[config.mk]
export PLATFORM = sky130hd
export DESIGN_NAME = enigma_ctrl
export DESIGN_NICKNAME = d
export VERILOG_FILES = /design/src/rtl/enigma_ctrl.sv
export SDC_FILE = /design/constraint.sdc
export NUM_CORES = 1
export LEC_CHECK = 0
export ABC_AREA = 1
export BUFFER_PORTS_ARGS = -buffer_cell sky130_fd_sc_hd__buf_4
export CAP_MARGIN = 20
export CORE_AREA = 2 2 230 232
export DETAILED_ROUTE_END_ITERATION = 12
export DIE_AREA = 0 0 232 234
export PLACE_DENSITY = 0.56
export SLEW_MARGIN = 10
export SYNTH_ARGS = -nofsm -noshare
export SYNTH_HDL_FRONTEND = slang
export SYNTH_SLANG_ARGS = --single-unit
[constraint.sdc]
create_clock -name clk -period 1.8 [get_ports clk]
set_clock_uncertainty 0.2 [all_clocks]
set_input_delay 0.09 -clock clk [delete_from_list [all_inputs] [get_ports clk]]
set_output_delay 0.09 -clock clk [all_outputs]
set_load 0.02 [all_outputs]
[src/rtl/enigma_ctrl.sv]
// Initiator-side sequencer driving one rotor slice from a character stream.
// Optional transfer/error counters: define ENIGMA_CTRL_STATS_EN.
module enigma_ctrl #(
    parameter int TIMEOUT = 64
) (
    input  logic         clk,
    input  logic         reset_n,
    input  logic         cfg_load,
    input  logic [31:0]  cfg_offset,
    input  logic [31:0]  cfg_delay,
    input  logic [207:0] cfg_idx,
    input  logic         cfg_dec,
    input  logic         in_valid,
    output logic         in_ready,
    input  logic [7:0]   in_char,
    output logic         out_valid,
    input  logic         out_ready,
    output logic [7:0]   out_char,
    output logic         out_err,
    output logic         r_set,
    output logic         r_valid,
    output logic         r_en,
    output logic         r_rot,
    output logic         r_dec,
    output logic [7:0]   r_din,
    output logic [31:0]  r_offset,
    output logic [31:0]  r_delay,
    output logic [207:0] r_idx,
    input  logic [7:0]   r_dout,
    input  logic         r_done
`ifdef ENIGMA_CTRL_STATS_EN
    ,
    output logic [15:0]  char_count,
    output logic [15:0]  err_count
`endif
);

    localparam logic [2:0] IDLE = 3'd0;
    localparam logic [2:0] CFG  = 3'd1;
    localparam logic [2:0] SEND = 3'd2;
    localparam logic [2:0] WAIT = 3'd3;
    localparam logic [2:0] OUT  = 3'd4;

    localparam logic [15:0] TMO = 16'(TIMEOUT);

    logic [2:0]  state;
    logic        cfg_ok;
    logic [15:0] wait_cnt;
    logic        accept;
    logic        is_upper;

    assign in_ready  = (state == IDLE) && cfg_ok && !cfg_load;
    assign accept    = in_valid && in_ready;
    assign is_upper  = (in_char >= 8'd65) && (in_char <= 8'd90);

    assign r_set     = (state == CFG);
    assign r_valid   = (state == SEND);
    assign r_en      = (state == WAIT);
    assign out_valid = (state == OUT);
    assign r_rot     = 1'b0;

    always_ff @(posedge clk or negedge reset_n) begin
        if (!reset_n) begin
            state    <= IDLE;
            cfg_ok   <= 1'b0;
            wait_cnt <= 16'd0;
            r_offset <= 32'd0;
            r_delay  <= 32'd0;
            r_idx    <= 208'd0;
            r_dec    <= 1'b0;
            r_din    <= 8'd0;
            out_char <= 8'd0;
            out_err  <= 1'b0;
        end else begin
            unique case (state)
                IDLE: begin
                    if (cfg_load) begin
                        r_offset <= cfg_offset;
                        r_delay  <= cfg_delay;
                        r_idx    <= cfg_idx;
                        r_dec    <= cfg_dec;
                        state    <= CFG;
                    end else if (accept) begin
                        if (is_upper) begin
                            r_din <= in_char;
                            state <= SEND;
                        end else begin
                            // rejected characters bypass the rotor entirely
                            out_char <= in_char;
                            out_err  <= 1'b1;
                            state    <= OUT;
                        end
                    end
                end
                CFG: begin
                    cfg_ok <= 1'b1;
                    state  <= IDLE;
                end
                SEND: begin
                    wait_cnt <= 16'd1;
                    state    <= WAIT;
                end
                WAIT: begin
                    if (r_done) begin
                        out_char <= r_dout;
                        out_err  <= 1'b0;
                        state    <= OUT;
                    end else if (wait_cnt == TMO) begin
                        out_char <= 8'd0;
                        out_err  <= 1'b1;
                        state    <= OUT;
                    end else begin
                        wait_cnt <= wait_cnt + 16'd1;
                    end
                end
                OUT: begin
                    if (out_ready) state <= IDLE;
                end
                default: state <= IDLE;
            endcase
        end
    end

`ifdef ENIGMA_CTRL_STATS_EN
    always_ff @(posedge clk or negedge reset_n) begin
        if (!reset_n) begin
            char_count <= 16'd0;
            err_count  <= 16'd0;
        end else if (out_valid && out_ready) begin
            if (char_count != 16'hFFFF) char_count <= char_count + 16'd1;
            if (out_err && err_count != 16'hFFFF)
                err_count <= err_count + 16'd1;
        end
    end
`endif

endmodule

==> flow_summary.toml, run 1 <==
[clock_network]
cts_buffers = 38
ctsHtreeMaxLevel = 2
cts_tree = "yes"
clock_path_buffers = 3
root_buffer = "clkbuf_16"
path_clk_slew_ns = 0.06
clock_sinks = 310
clk_latency_ns = 0.55

[place]
io_buffers = 589
dpl_cell_area_um2 = 18100
dp_hpwl_mm = 32.6
gp_congestion = 0.845
dp_cells = 2748

[sta]
maxSlewViolCount = 0
rsz0062_at_grt = "true"
fin_tns_setup_ns = -0.611
period_minus_slack_ns = 1.85
timing.final.ws_setup_ns = -0.0470
setup_violations = 51
period_share = 1.03
finalHoldViolCount = 0
fmax_mhz = 541

[outcome]
violations = "setup timing"
status = "finished with violations"

[detailed_routing]
ant_nets = 0
avgViaCountPerCell = 4.26
drc = 0
wl_mm = 51.2
drtIter0Drc = 663
vias = 13400
avgRoutedWirePerCell_um = 16.3
dr.pass1.iters = 5

[final_layout]
drive_above_1_share = 0.329
multi_input_area_um2 = 4410
synthToLayoutAreaGrowth_pct = 83.4
final_util = 0.445
fin_nets = 2726
fin_cells = 3144
fill_cells = 4845
seqCellArea_um2 = 7760
fin_area_um2 = 23200

[logic_synthesis]
synth_cells = 1475
synth_area_per_cell_um2 = 8.56
synth.yosys.seq_area_share = 0.614
yosysWarnings = 0
netlist_area_um2 = 12600
synth_nets = 1772
synth_seq_cells = 310
synth_cell_types = 29

[grt]
use_met1 = 0.196
grt_start_max_net_pins = 98
grt_use_total = 0.165
top_usage_layer = "met2"
grt_overflow = 0
grt_pass1_vias = 13400
grt_pass1_wl_mm = 70.5
antenna_found_initial = 2
use_met3 = 0.0432
grtUsageMet2 = 0.279

[worst_setup_path]
end_kind = "register"
path_class = "reg -> reg"
crit_path_start_kind = "register"
arrival_ns = 2.12
worstPathRequired_ns = 2.07
critPathMaxFanout = 18

[flow_run]
max_cap_violations = 0

[floorplanning]
fp.dieH_um = 234
ios = 591
design.core.area_um2 = 52000
start_util = 0.243
die_w_um = 232
rows = 84
dieArea_um2 = 54300

[power]
power.leakage_nw = 12.3
peakVddDrop_uv = 1180
cellPowerDensity_nw_per_um2 = 1690

[min_path]
hp-class = "in -> async"
[cell usage after synthesis]
master,number,share of area
buf_2,23,0.0091
nor2_2,4,0.0020
o21bai_1,1,0.00059
a21oi_4,1,0.0013
nand3_2,1,0.00079
nand4_4,1,0.0017
nor2_1,39,0.012
clkinv_1,1,0.00030
nand2_4,2,0.0018
clkbuf_1,1,0.00030
nand2_1,939,0.28
o21ai_0,8,0.0032
nor3_1,6,0.0024
a21oi_1,1,0.00040
nand4_1,14,0.0069
nand3_4,1,0.0014
buf_6,10,0.0089
buf_4,32,0.019
inv_2,6,0.0018
o21ai_2,7,0.0049
inv_1,29,0.0086
conb_1,1,0.00030
dfrtp_1,310,0.61
nor2_4,3,0.0027
nand2_2,5,0.0025
xor2_1,5,0.0035
or2_1,1,0.00050
ha_1,2,0.0020
nand3_1,21,0.0083
[registers in the layout, summed over array words and instances (netlist names)]
register  flops
out_char      8
wait_cnt     16
state         3
out_err       1
r_dec         1
r_offset     32
cfg_ok        1
r_idx       208
r_delay      32
r_din         8
[where the power goes]
group | switching (mW) | internal (mW) | total (mW)
clock network | 3.00 | 4.89 | 7.90
logic | 11.0 | 8.00 | 19.0
registers | 1.98 | 10.2 | 12.2
total | 16.0 | 23.1 | 39.1
[per-layer routing]
layer	wire length [µm]	share of wire
met1	20300	0.40
met2	25000	0.49
met3	3920	0.077
met4	1990	0.039
met5	0	0
[layout make-up]
type,count,share of cell area
clock buffer,50,0.0479
clock inverter,14,0.00778
antenna,3,0.000324
tap,688,0.0372
timing repair buffer,978,0.374
inverter,36,0.00719
multi-input combinational,1065,0.191
sequential,310,0.335
[final timing paths]
kind / from / endpoint / slack [ns] / cells past startpoint
worst max-delay path: state[1]$_DFFE_PN0P_ / r_idx[122]$_DFFE_PN0P_ / -0.05 / 8
worst min-delay path: reset_n / wait_cnt[8]$_DFFE_PN0P_ / 0.05 / 3
worst max register to register: state[1]$_DFFE_PN0P_ / r_idx[122]$_DFFE_PN0P_ / -0.05 / 8
worst min register to register: r_idx[75]$_DFFE_PN0P_ / r_idx[75]$_DFFE_PN0P_ / 0.27 / 2
max in group asynchronous: reset_n / r_idx[77]$_DFFE_PN0P_ / 1.01 / 3
min in group clk: cfg_idx[204] / r_idx[204]$_DFFE_PN0P_ / 0.10 / 4
[cell usage in the layout (no fill, tap or decap), drive strengths merged, types with 3 or more instances in the layout]
cell         count
nand4           16
buf            670
xor2             5
bufinv           4
clkbuf          64
dfrtp          310
clkinv           9
nor2            46
o21ai           15
diode            3
dlygate4sd3    294
nand3           24
nand2          946
nor3             6
inv             36
[critical path, cell delays in order, from the launching register on]
cell	delay [ns]
dfrtp_1	0.41
nor2_2	0.17
nand2_4	0.10
nor2_4	0.18
buf_4	0.14
buf_12	0.17
buf_16	0.18
nand2_1	0.11
nand2_1	0.08
[metrics by stage]
stage          hold WS (ns)  total power [mW]  setup slack [ns]
6_report             0.0499              39.1           -0.0470
5_1_grt              0.0747              41.3            -0.125
4_1_cts              0.0520              37.7           -0.0498
3_5_place_dp         -0.174              29.0           -0.0399
3_3_place_gp         -0.176              28.8           -0.0566
2_1_floorplan        -0.406              20.8             0.117
[cells by family (layout without fill, tap and decap cells)]
logic type | after synthesis | after routing | synth area share
buffers and inverters | 102 | 1078 | 0.0481
and+or+nand+nor | 1037 | 1039 | 0.322
adders and majority gates | 2 | 2 | 0.00198
xor gates and xnor gates | 5 | 5 | 0.00347
AOI/OAI and AO/OA | 18 | 18 | 0.0103
other | 1 | 4 | 0.000297
DFF | 310 | 310 | 0.614
[what timing repair did]
action | CTS | global route
endpoints found under the hold margin | 618 | 0
hold buffers | 295 | 0
setup buffers | 3 | 8
cloned | 0 | 23
gates resized for setup | 14 | 55
setup endpoints to repair | 58 | 274
pin swaps | 6 | 16
No activity file was read; power rests on OpenSTA's default activity.
==> inputs of run 2 (changes only) <==
--- a/config.mk
+++ b/config.mk
@@ -5,13 +5,15 @@
 export SDC_FILE = /design/constraint.sdc
 export NUM_CORES = 1
 export LEC_CHECK = 0
-export ABC_AREA = 1
 export BUFFER_PORTS_ARGS = -buffer_cell sky130_fd_sc_hd__buf_4
 export CAP_MARGIN = 20
-export CORE_AREA = 2 2 230 232
+export CELL_PAD_IN_SITES_DETAIL_PLACEMENT = 0
+export CELL_PAD_IN_SITES_GLOBAL_PLACEMENT = 1
+export CORE_AREA = 2 2 227 229
 export DETAILED_ROUTE_END_ITERATION = 12
-export DIE_AREA = 0 0 232 234
-export PLACE_DENSITY = 0.56
+export DIE_AREA = 0 0 229 231
+export MAX_ROUTING_LAYER = met4
+export PLACE_DENSITY = 0.69
 export SLEW_MARGIN = 10
 export SYNTH_ARGS = -nofsm -noshare
 export SYNTH_HDL_FRONTEND = slang
==> run 2 against run 1 <==
Effect of this change:
- the flow still finishes with violations (setup timing)
- non-clock buffer count increased by 55
- count of clock-buffer cells in the layout increased by 4
- clock power decreased by 6.1%
- first-iteration DRC count decreased by 34%
- worst hold slack improved by 0.0045 ns
- final cell count decreased by 19%
- via count decreased by 18%
- total power increased by 6.9%
- maximum frequency decreased by 7.8%
- register-to-register slack got worse by 0.16 ns
- synthesized area increased by 5.5%
- critical path type unchanged
- critical endpoint is now r_idx[0]$_DFFE_PN0P_
==> flow_summary.toml, run 2 <==
[sta]
max_slew.worst_pin.slew_ns = 0.497
period_minus_slack_ns = 2.00
holdWs_ns = 0.0544
timing.final.ws_setup_ns = -0.204
maxSlewViolCount = 0
rsz0062_at_grt = "true"
period_share = 1.11
setup_violations = 298
relSlewSlack = 0.667
fmax_mhz = 499
finalHoldViolCount = 0

[logic_synthesis]
yosysWarnings = 0
synthAdderAreaFrac = 0.00188
synth_compound_area_frac = 0.0321
synth-simple-area-share = 0.0333
synth_top_family_by_area = "multiplexers"
synth_xor_area_frac = 0.00197
synthArstFlopShare = 1.00
synth_cells = 816
synth_area_per_cell_um2 = 16.3
synth.yosys.seq_area_share = 0.582
synth_top_area_frac = 0.582
synth_ff_type = "dfrtp_1"
synth_nets = 1113
muxShareOfSynthArea = 0.294
synth_seq_cells = 310
synth_top_area_cell = "dfrtp_1"
synth_cell_types = 54
ys_top_cells_by_area = "dfrtp_1, mux2_4, mux2_2"
netlist_area_um2 = 13300
synth_edf_count = 0
synth_common_cells = "dfrtp_1, mux2_4, mux2_2"
synth.most_common_cell = "dfrtp_1"

[min_path]
hp-class = "in -> async"

[power]
clockPowerShare = 0.178
cellPowerDensity_nw_per_um2 = 1700
power.leakage_nw = 11.9
switching_share = 0.361
power_mw = 41.8
power_frac_seq = 0.303
p_int_mw = 26.7
peakVddDrop_uv = 942
p_sw_mw = 15.1
comb_power_share = 0.520

[detailed_routing]
vias = 10900
avgViaCountPerCell = 4.29
ant_nets = 0
dr.pass1.iters = 5
avgRoutedWirePerCell_um = 18.7
wl_mm = 47.7
drtIter0Drc = 440
drc = 0

[place]
gp_congestion = 0.856
io_buffers = 589
dp_hpwl_mm = 31.3
place_ws_ns = -0.121

[floorplanning]
rows = 83
die_w_um = 229
start_util = 0.263
dieArea_um2 = 52900
design.core.area_um2 = 50700
fp.dieH_um = 231
ios = 591

[final_layout]
fin_nets = 2139
drive_above_1_share = 0.593
fill_cells = 4309
layout_common_cells = "buf_4, dfrtp_1, dlygate4sd3_1, mux2_4, clkbuf_16"
largestRegisters = "r_idx: 208 flops, r_delay: 32 flops, r_offset: 32 flops"
synthToLayoutAreaGrowth_pct = 84.5
top_register = "r_idx"
mostFrequentLayoutCell = "buf_4"
largest_reg_flops = 208

[clock_network]
cts_tree = "yes"
clock_path_buffers = 3
root_buffer = "clkbuf_16"
path_clk_slew_ns = 0.06
clock_sinks = 310
cts_buffers = 38
clk_latency_ns = 0.53
ctsHtreeMaxLevel = 2

[worst_setup_path]
crit_path_start_kind = "register"
crit_buf_inv = 3
crit_slowest_cell = "dfrtp_1"
arrival_ns = 2.23
path_class = "reg -> reg"
worstPathRequired_ns = 2.02
end_kind = "register"
critPathMaxFanout = 15
crit_path_max_incr_delay_ns = 0.42
crit_family = "buffers and inverters"
crit_chain = "nor3_4 -> and2_4 -> buf_12 -> buf_4 -> buf_16 -> mux2_4"

[grt]
grt_use_total = 0.174
grt_pass1_vias = 11700
grt_overflow = 0
antenna_found_initial = 2
grt_start_max_net_pins = 49
grt_pass1_wl_mm = 70.1

[outcome]
status = "finished with violations"
violations = "setup timing"

[flow_run]
max_cap_violations = 0
[run 2: cell types whose count changed after synthesis, moves of 14 or more]
cell / before / now
nand2_1: 939 / 20
mux2_1: 0 / 18
nand3_1: 21 / 6
nor2_1: 39 / 10
mux2_2: 0 / 91
o211ai_1: 0 / 17
buf_2: 23 / 1
mux2_4: 0 / 170
buf_12: 0 / 22
mux2i_1: 0 / 14
buf_4: 32 / 5
[run 2: area by class of cell]
type	instances	area [µm²]	area share
Sequential cell	310	7760	0.316
Clock inverter	10	92.6	0.00377
Antenna cell	2	5.00	0.000204
Inverter	23	90.1	0.00366
Clock buffer	54	1100	0.0448
Multi-Input combinational cell	436	5390	0.219
Tap cell	680	851	0.0346
Timing Repair Buffer	1033	9300	0.378
[run 2: timing repair]
item,CTS,global route
setup endpoints to repair,290,309
cloned,7,6
hold buffers,293,0
hold endpoints to repair,605,0
buffers inserted,31,23
pin swaps,15,12
gates resized for setup,63,109
[run 2: final timing paths]
kind / start / to / slack (ns) / cells past startpoint
hold reg to reg: r_din[6]$_DFFE_PN0P_ / r_din[6]$_DFFE_PN0P_ / 0.29 / 1
min in group clk: cfg_idx[165] / r_idx[165]$_DFFE_PN0P_ / 0.11 / 3
setup / recovery: state[2]$_DFFE_PN0P_ / r_idx[0]$_DFFE_PN0P_ / -0.20 / 6
hold / removal: reset_n / r_idx[73]$_DFFE_PN0P_ / 0.05 / 3
max in group asynchronous: reset_n / r_idx[91]$_DFFE_PN0P_ / 0.99 / 4
setup reg to reg: state[2]$_DFFE_PN0P_ / r_idx[0]$_DFFE_PN0P_ / -0.20 / 6
[run 2: metal layers]
metal,GRT usage,share of wire
met1,0.204,0.40
met2,0.293,0.51
met3,0.0380,0.058
met4,0.0653,0.033
met5,-,0
[run 2: logic make-up after synthesis]
group	count (synthesis)
flip-flops	310
multiplexers	293
AND/OR/NAND/NOR	76
buffers and inverters	70
AO/OA/AOI/OAI	61
XOR/XNOR	3
adder cells (fa/ha/maj)	2
other	1
[run 2: power groups by stage]
stage	sequential (mW)	combinational (mW)	clock, mW
final	12.7	21.7	7.42
after global routing	13.0	22.6	7.93
after CTS	12.5	20.7	7.62
after detailed placement	12.5	18.9	0
after global placement	12.5	18.8	0
after floorplan	16.3	7.17	0
[run 2: per-stage QoR]
stage / instance area (µm²) / cells / util / TNS, ns
floorplan: 13500 / 816 / - / -65.97
global placement: 19000 / 2128 / 0.375 / -15.51
detailed placement: 19000 / 2128 / 0.375 / -19.46
CTS: 23900 / 2523 / 0.472 / -38.00
global route: 24600 / 2548 / 0.485 / -59.00
finish: 24600 / 2548 / 0.485 / -38.72
[run 2: worst min-delay path: stages]
cell,delay (ns)
dlygate4sd3_1,0.56
buf_8,0.25
buf_4,0.22
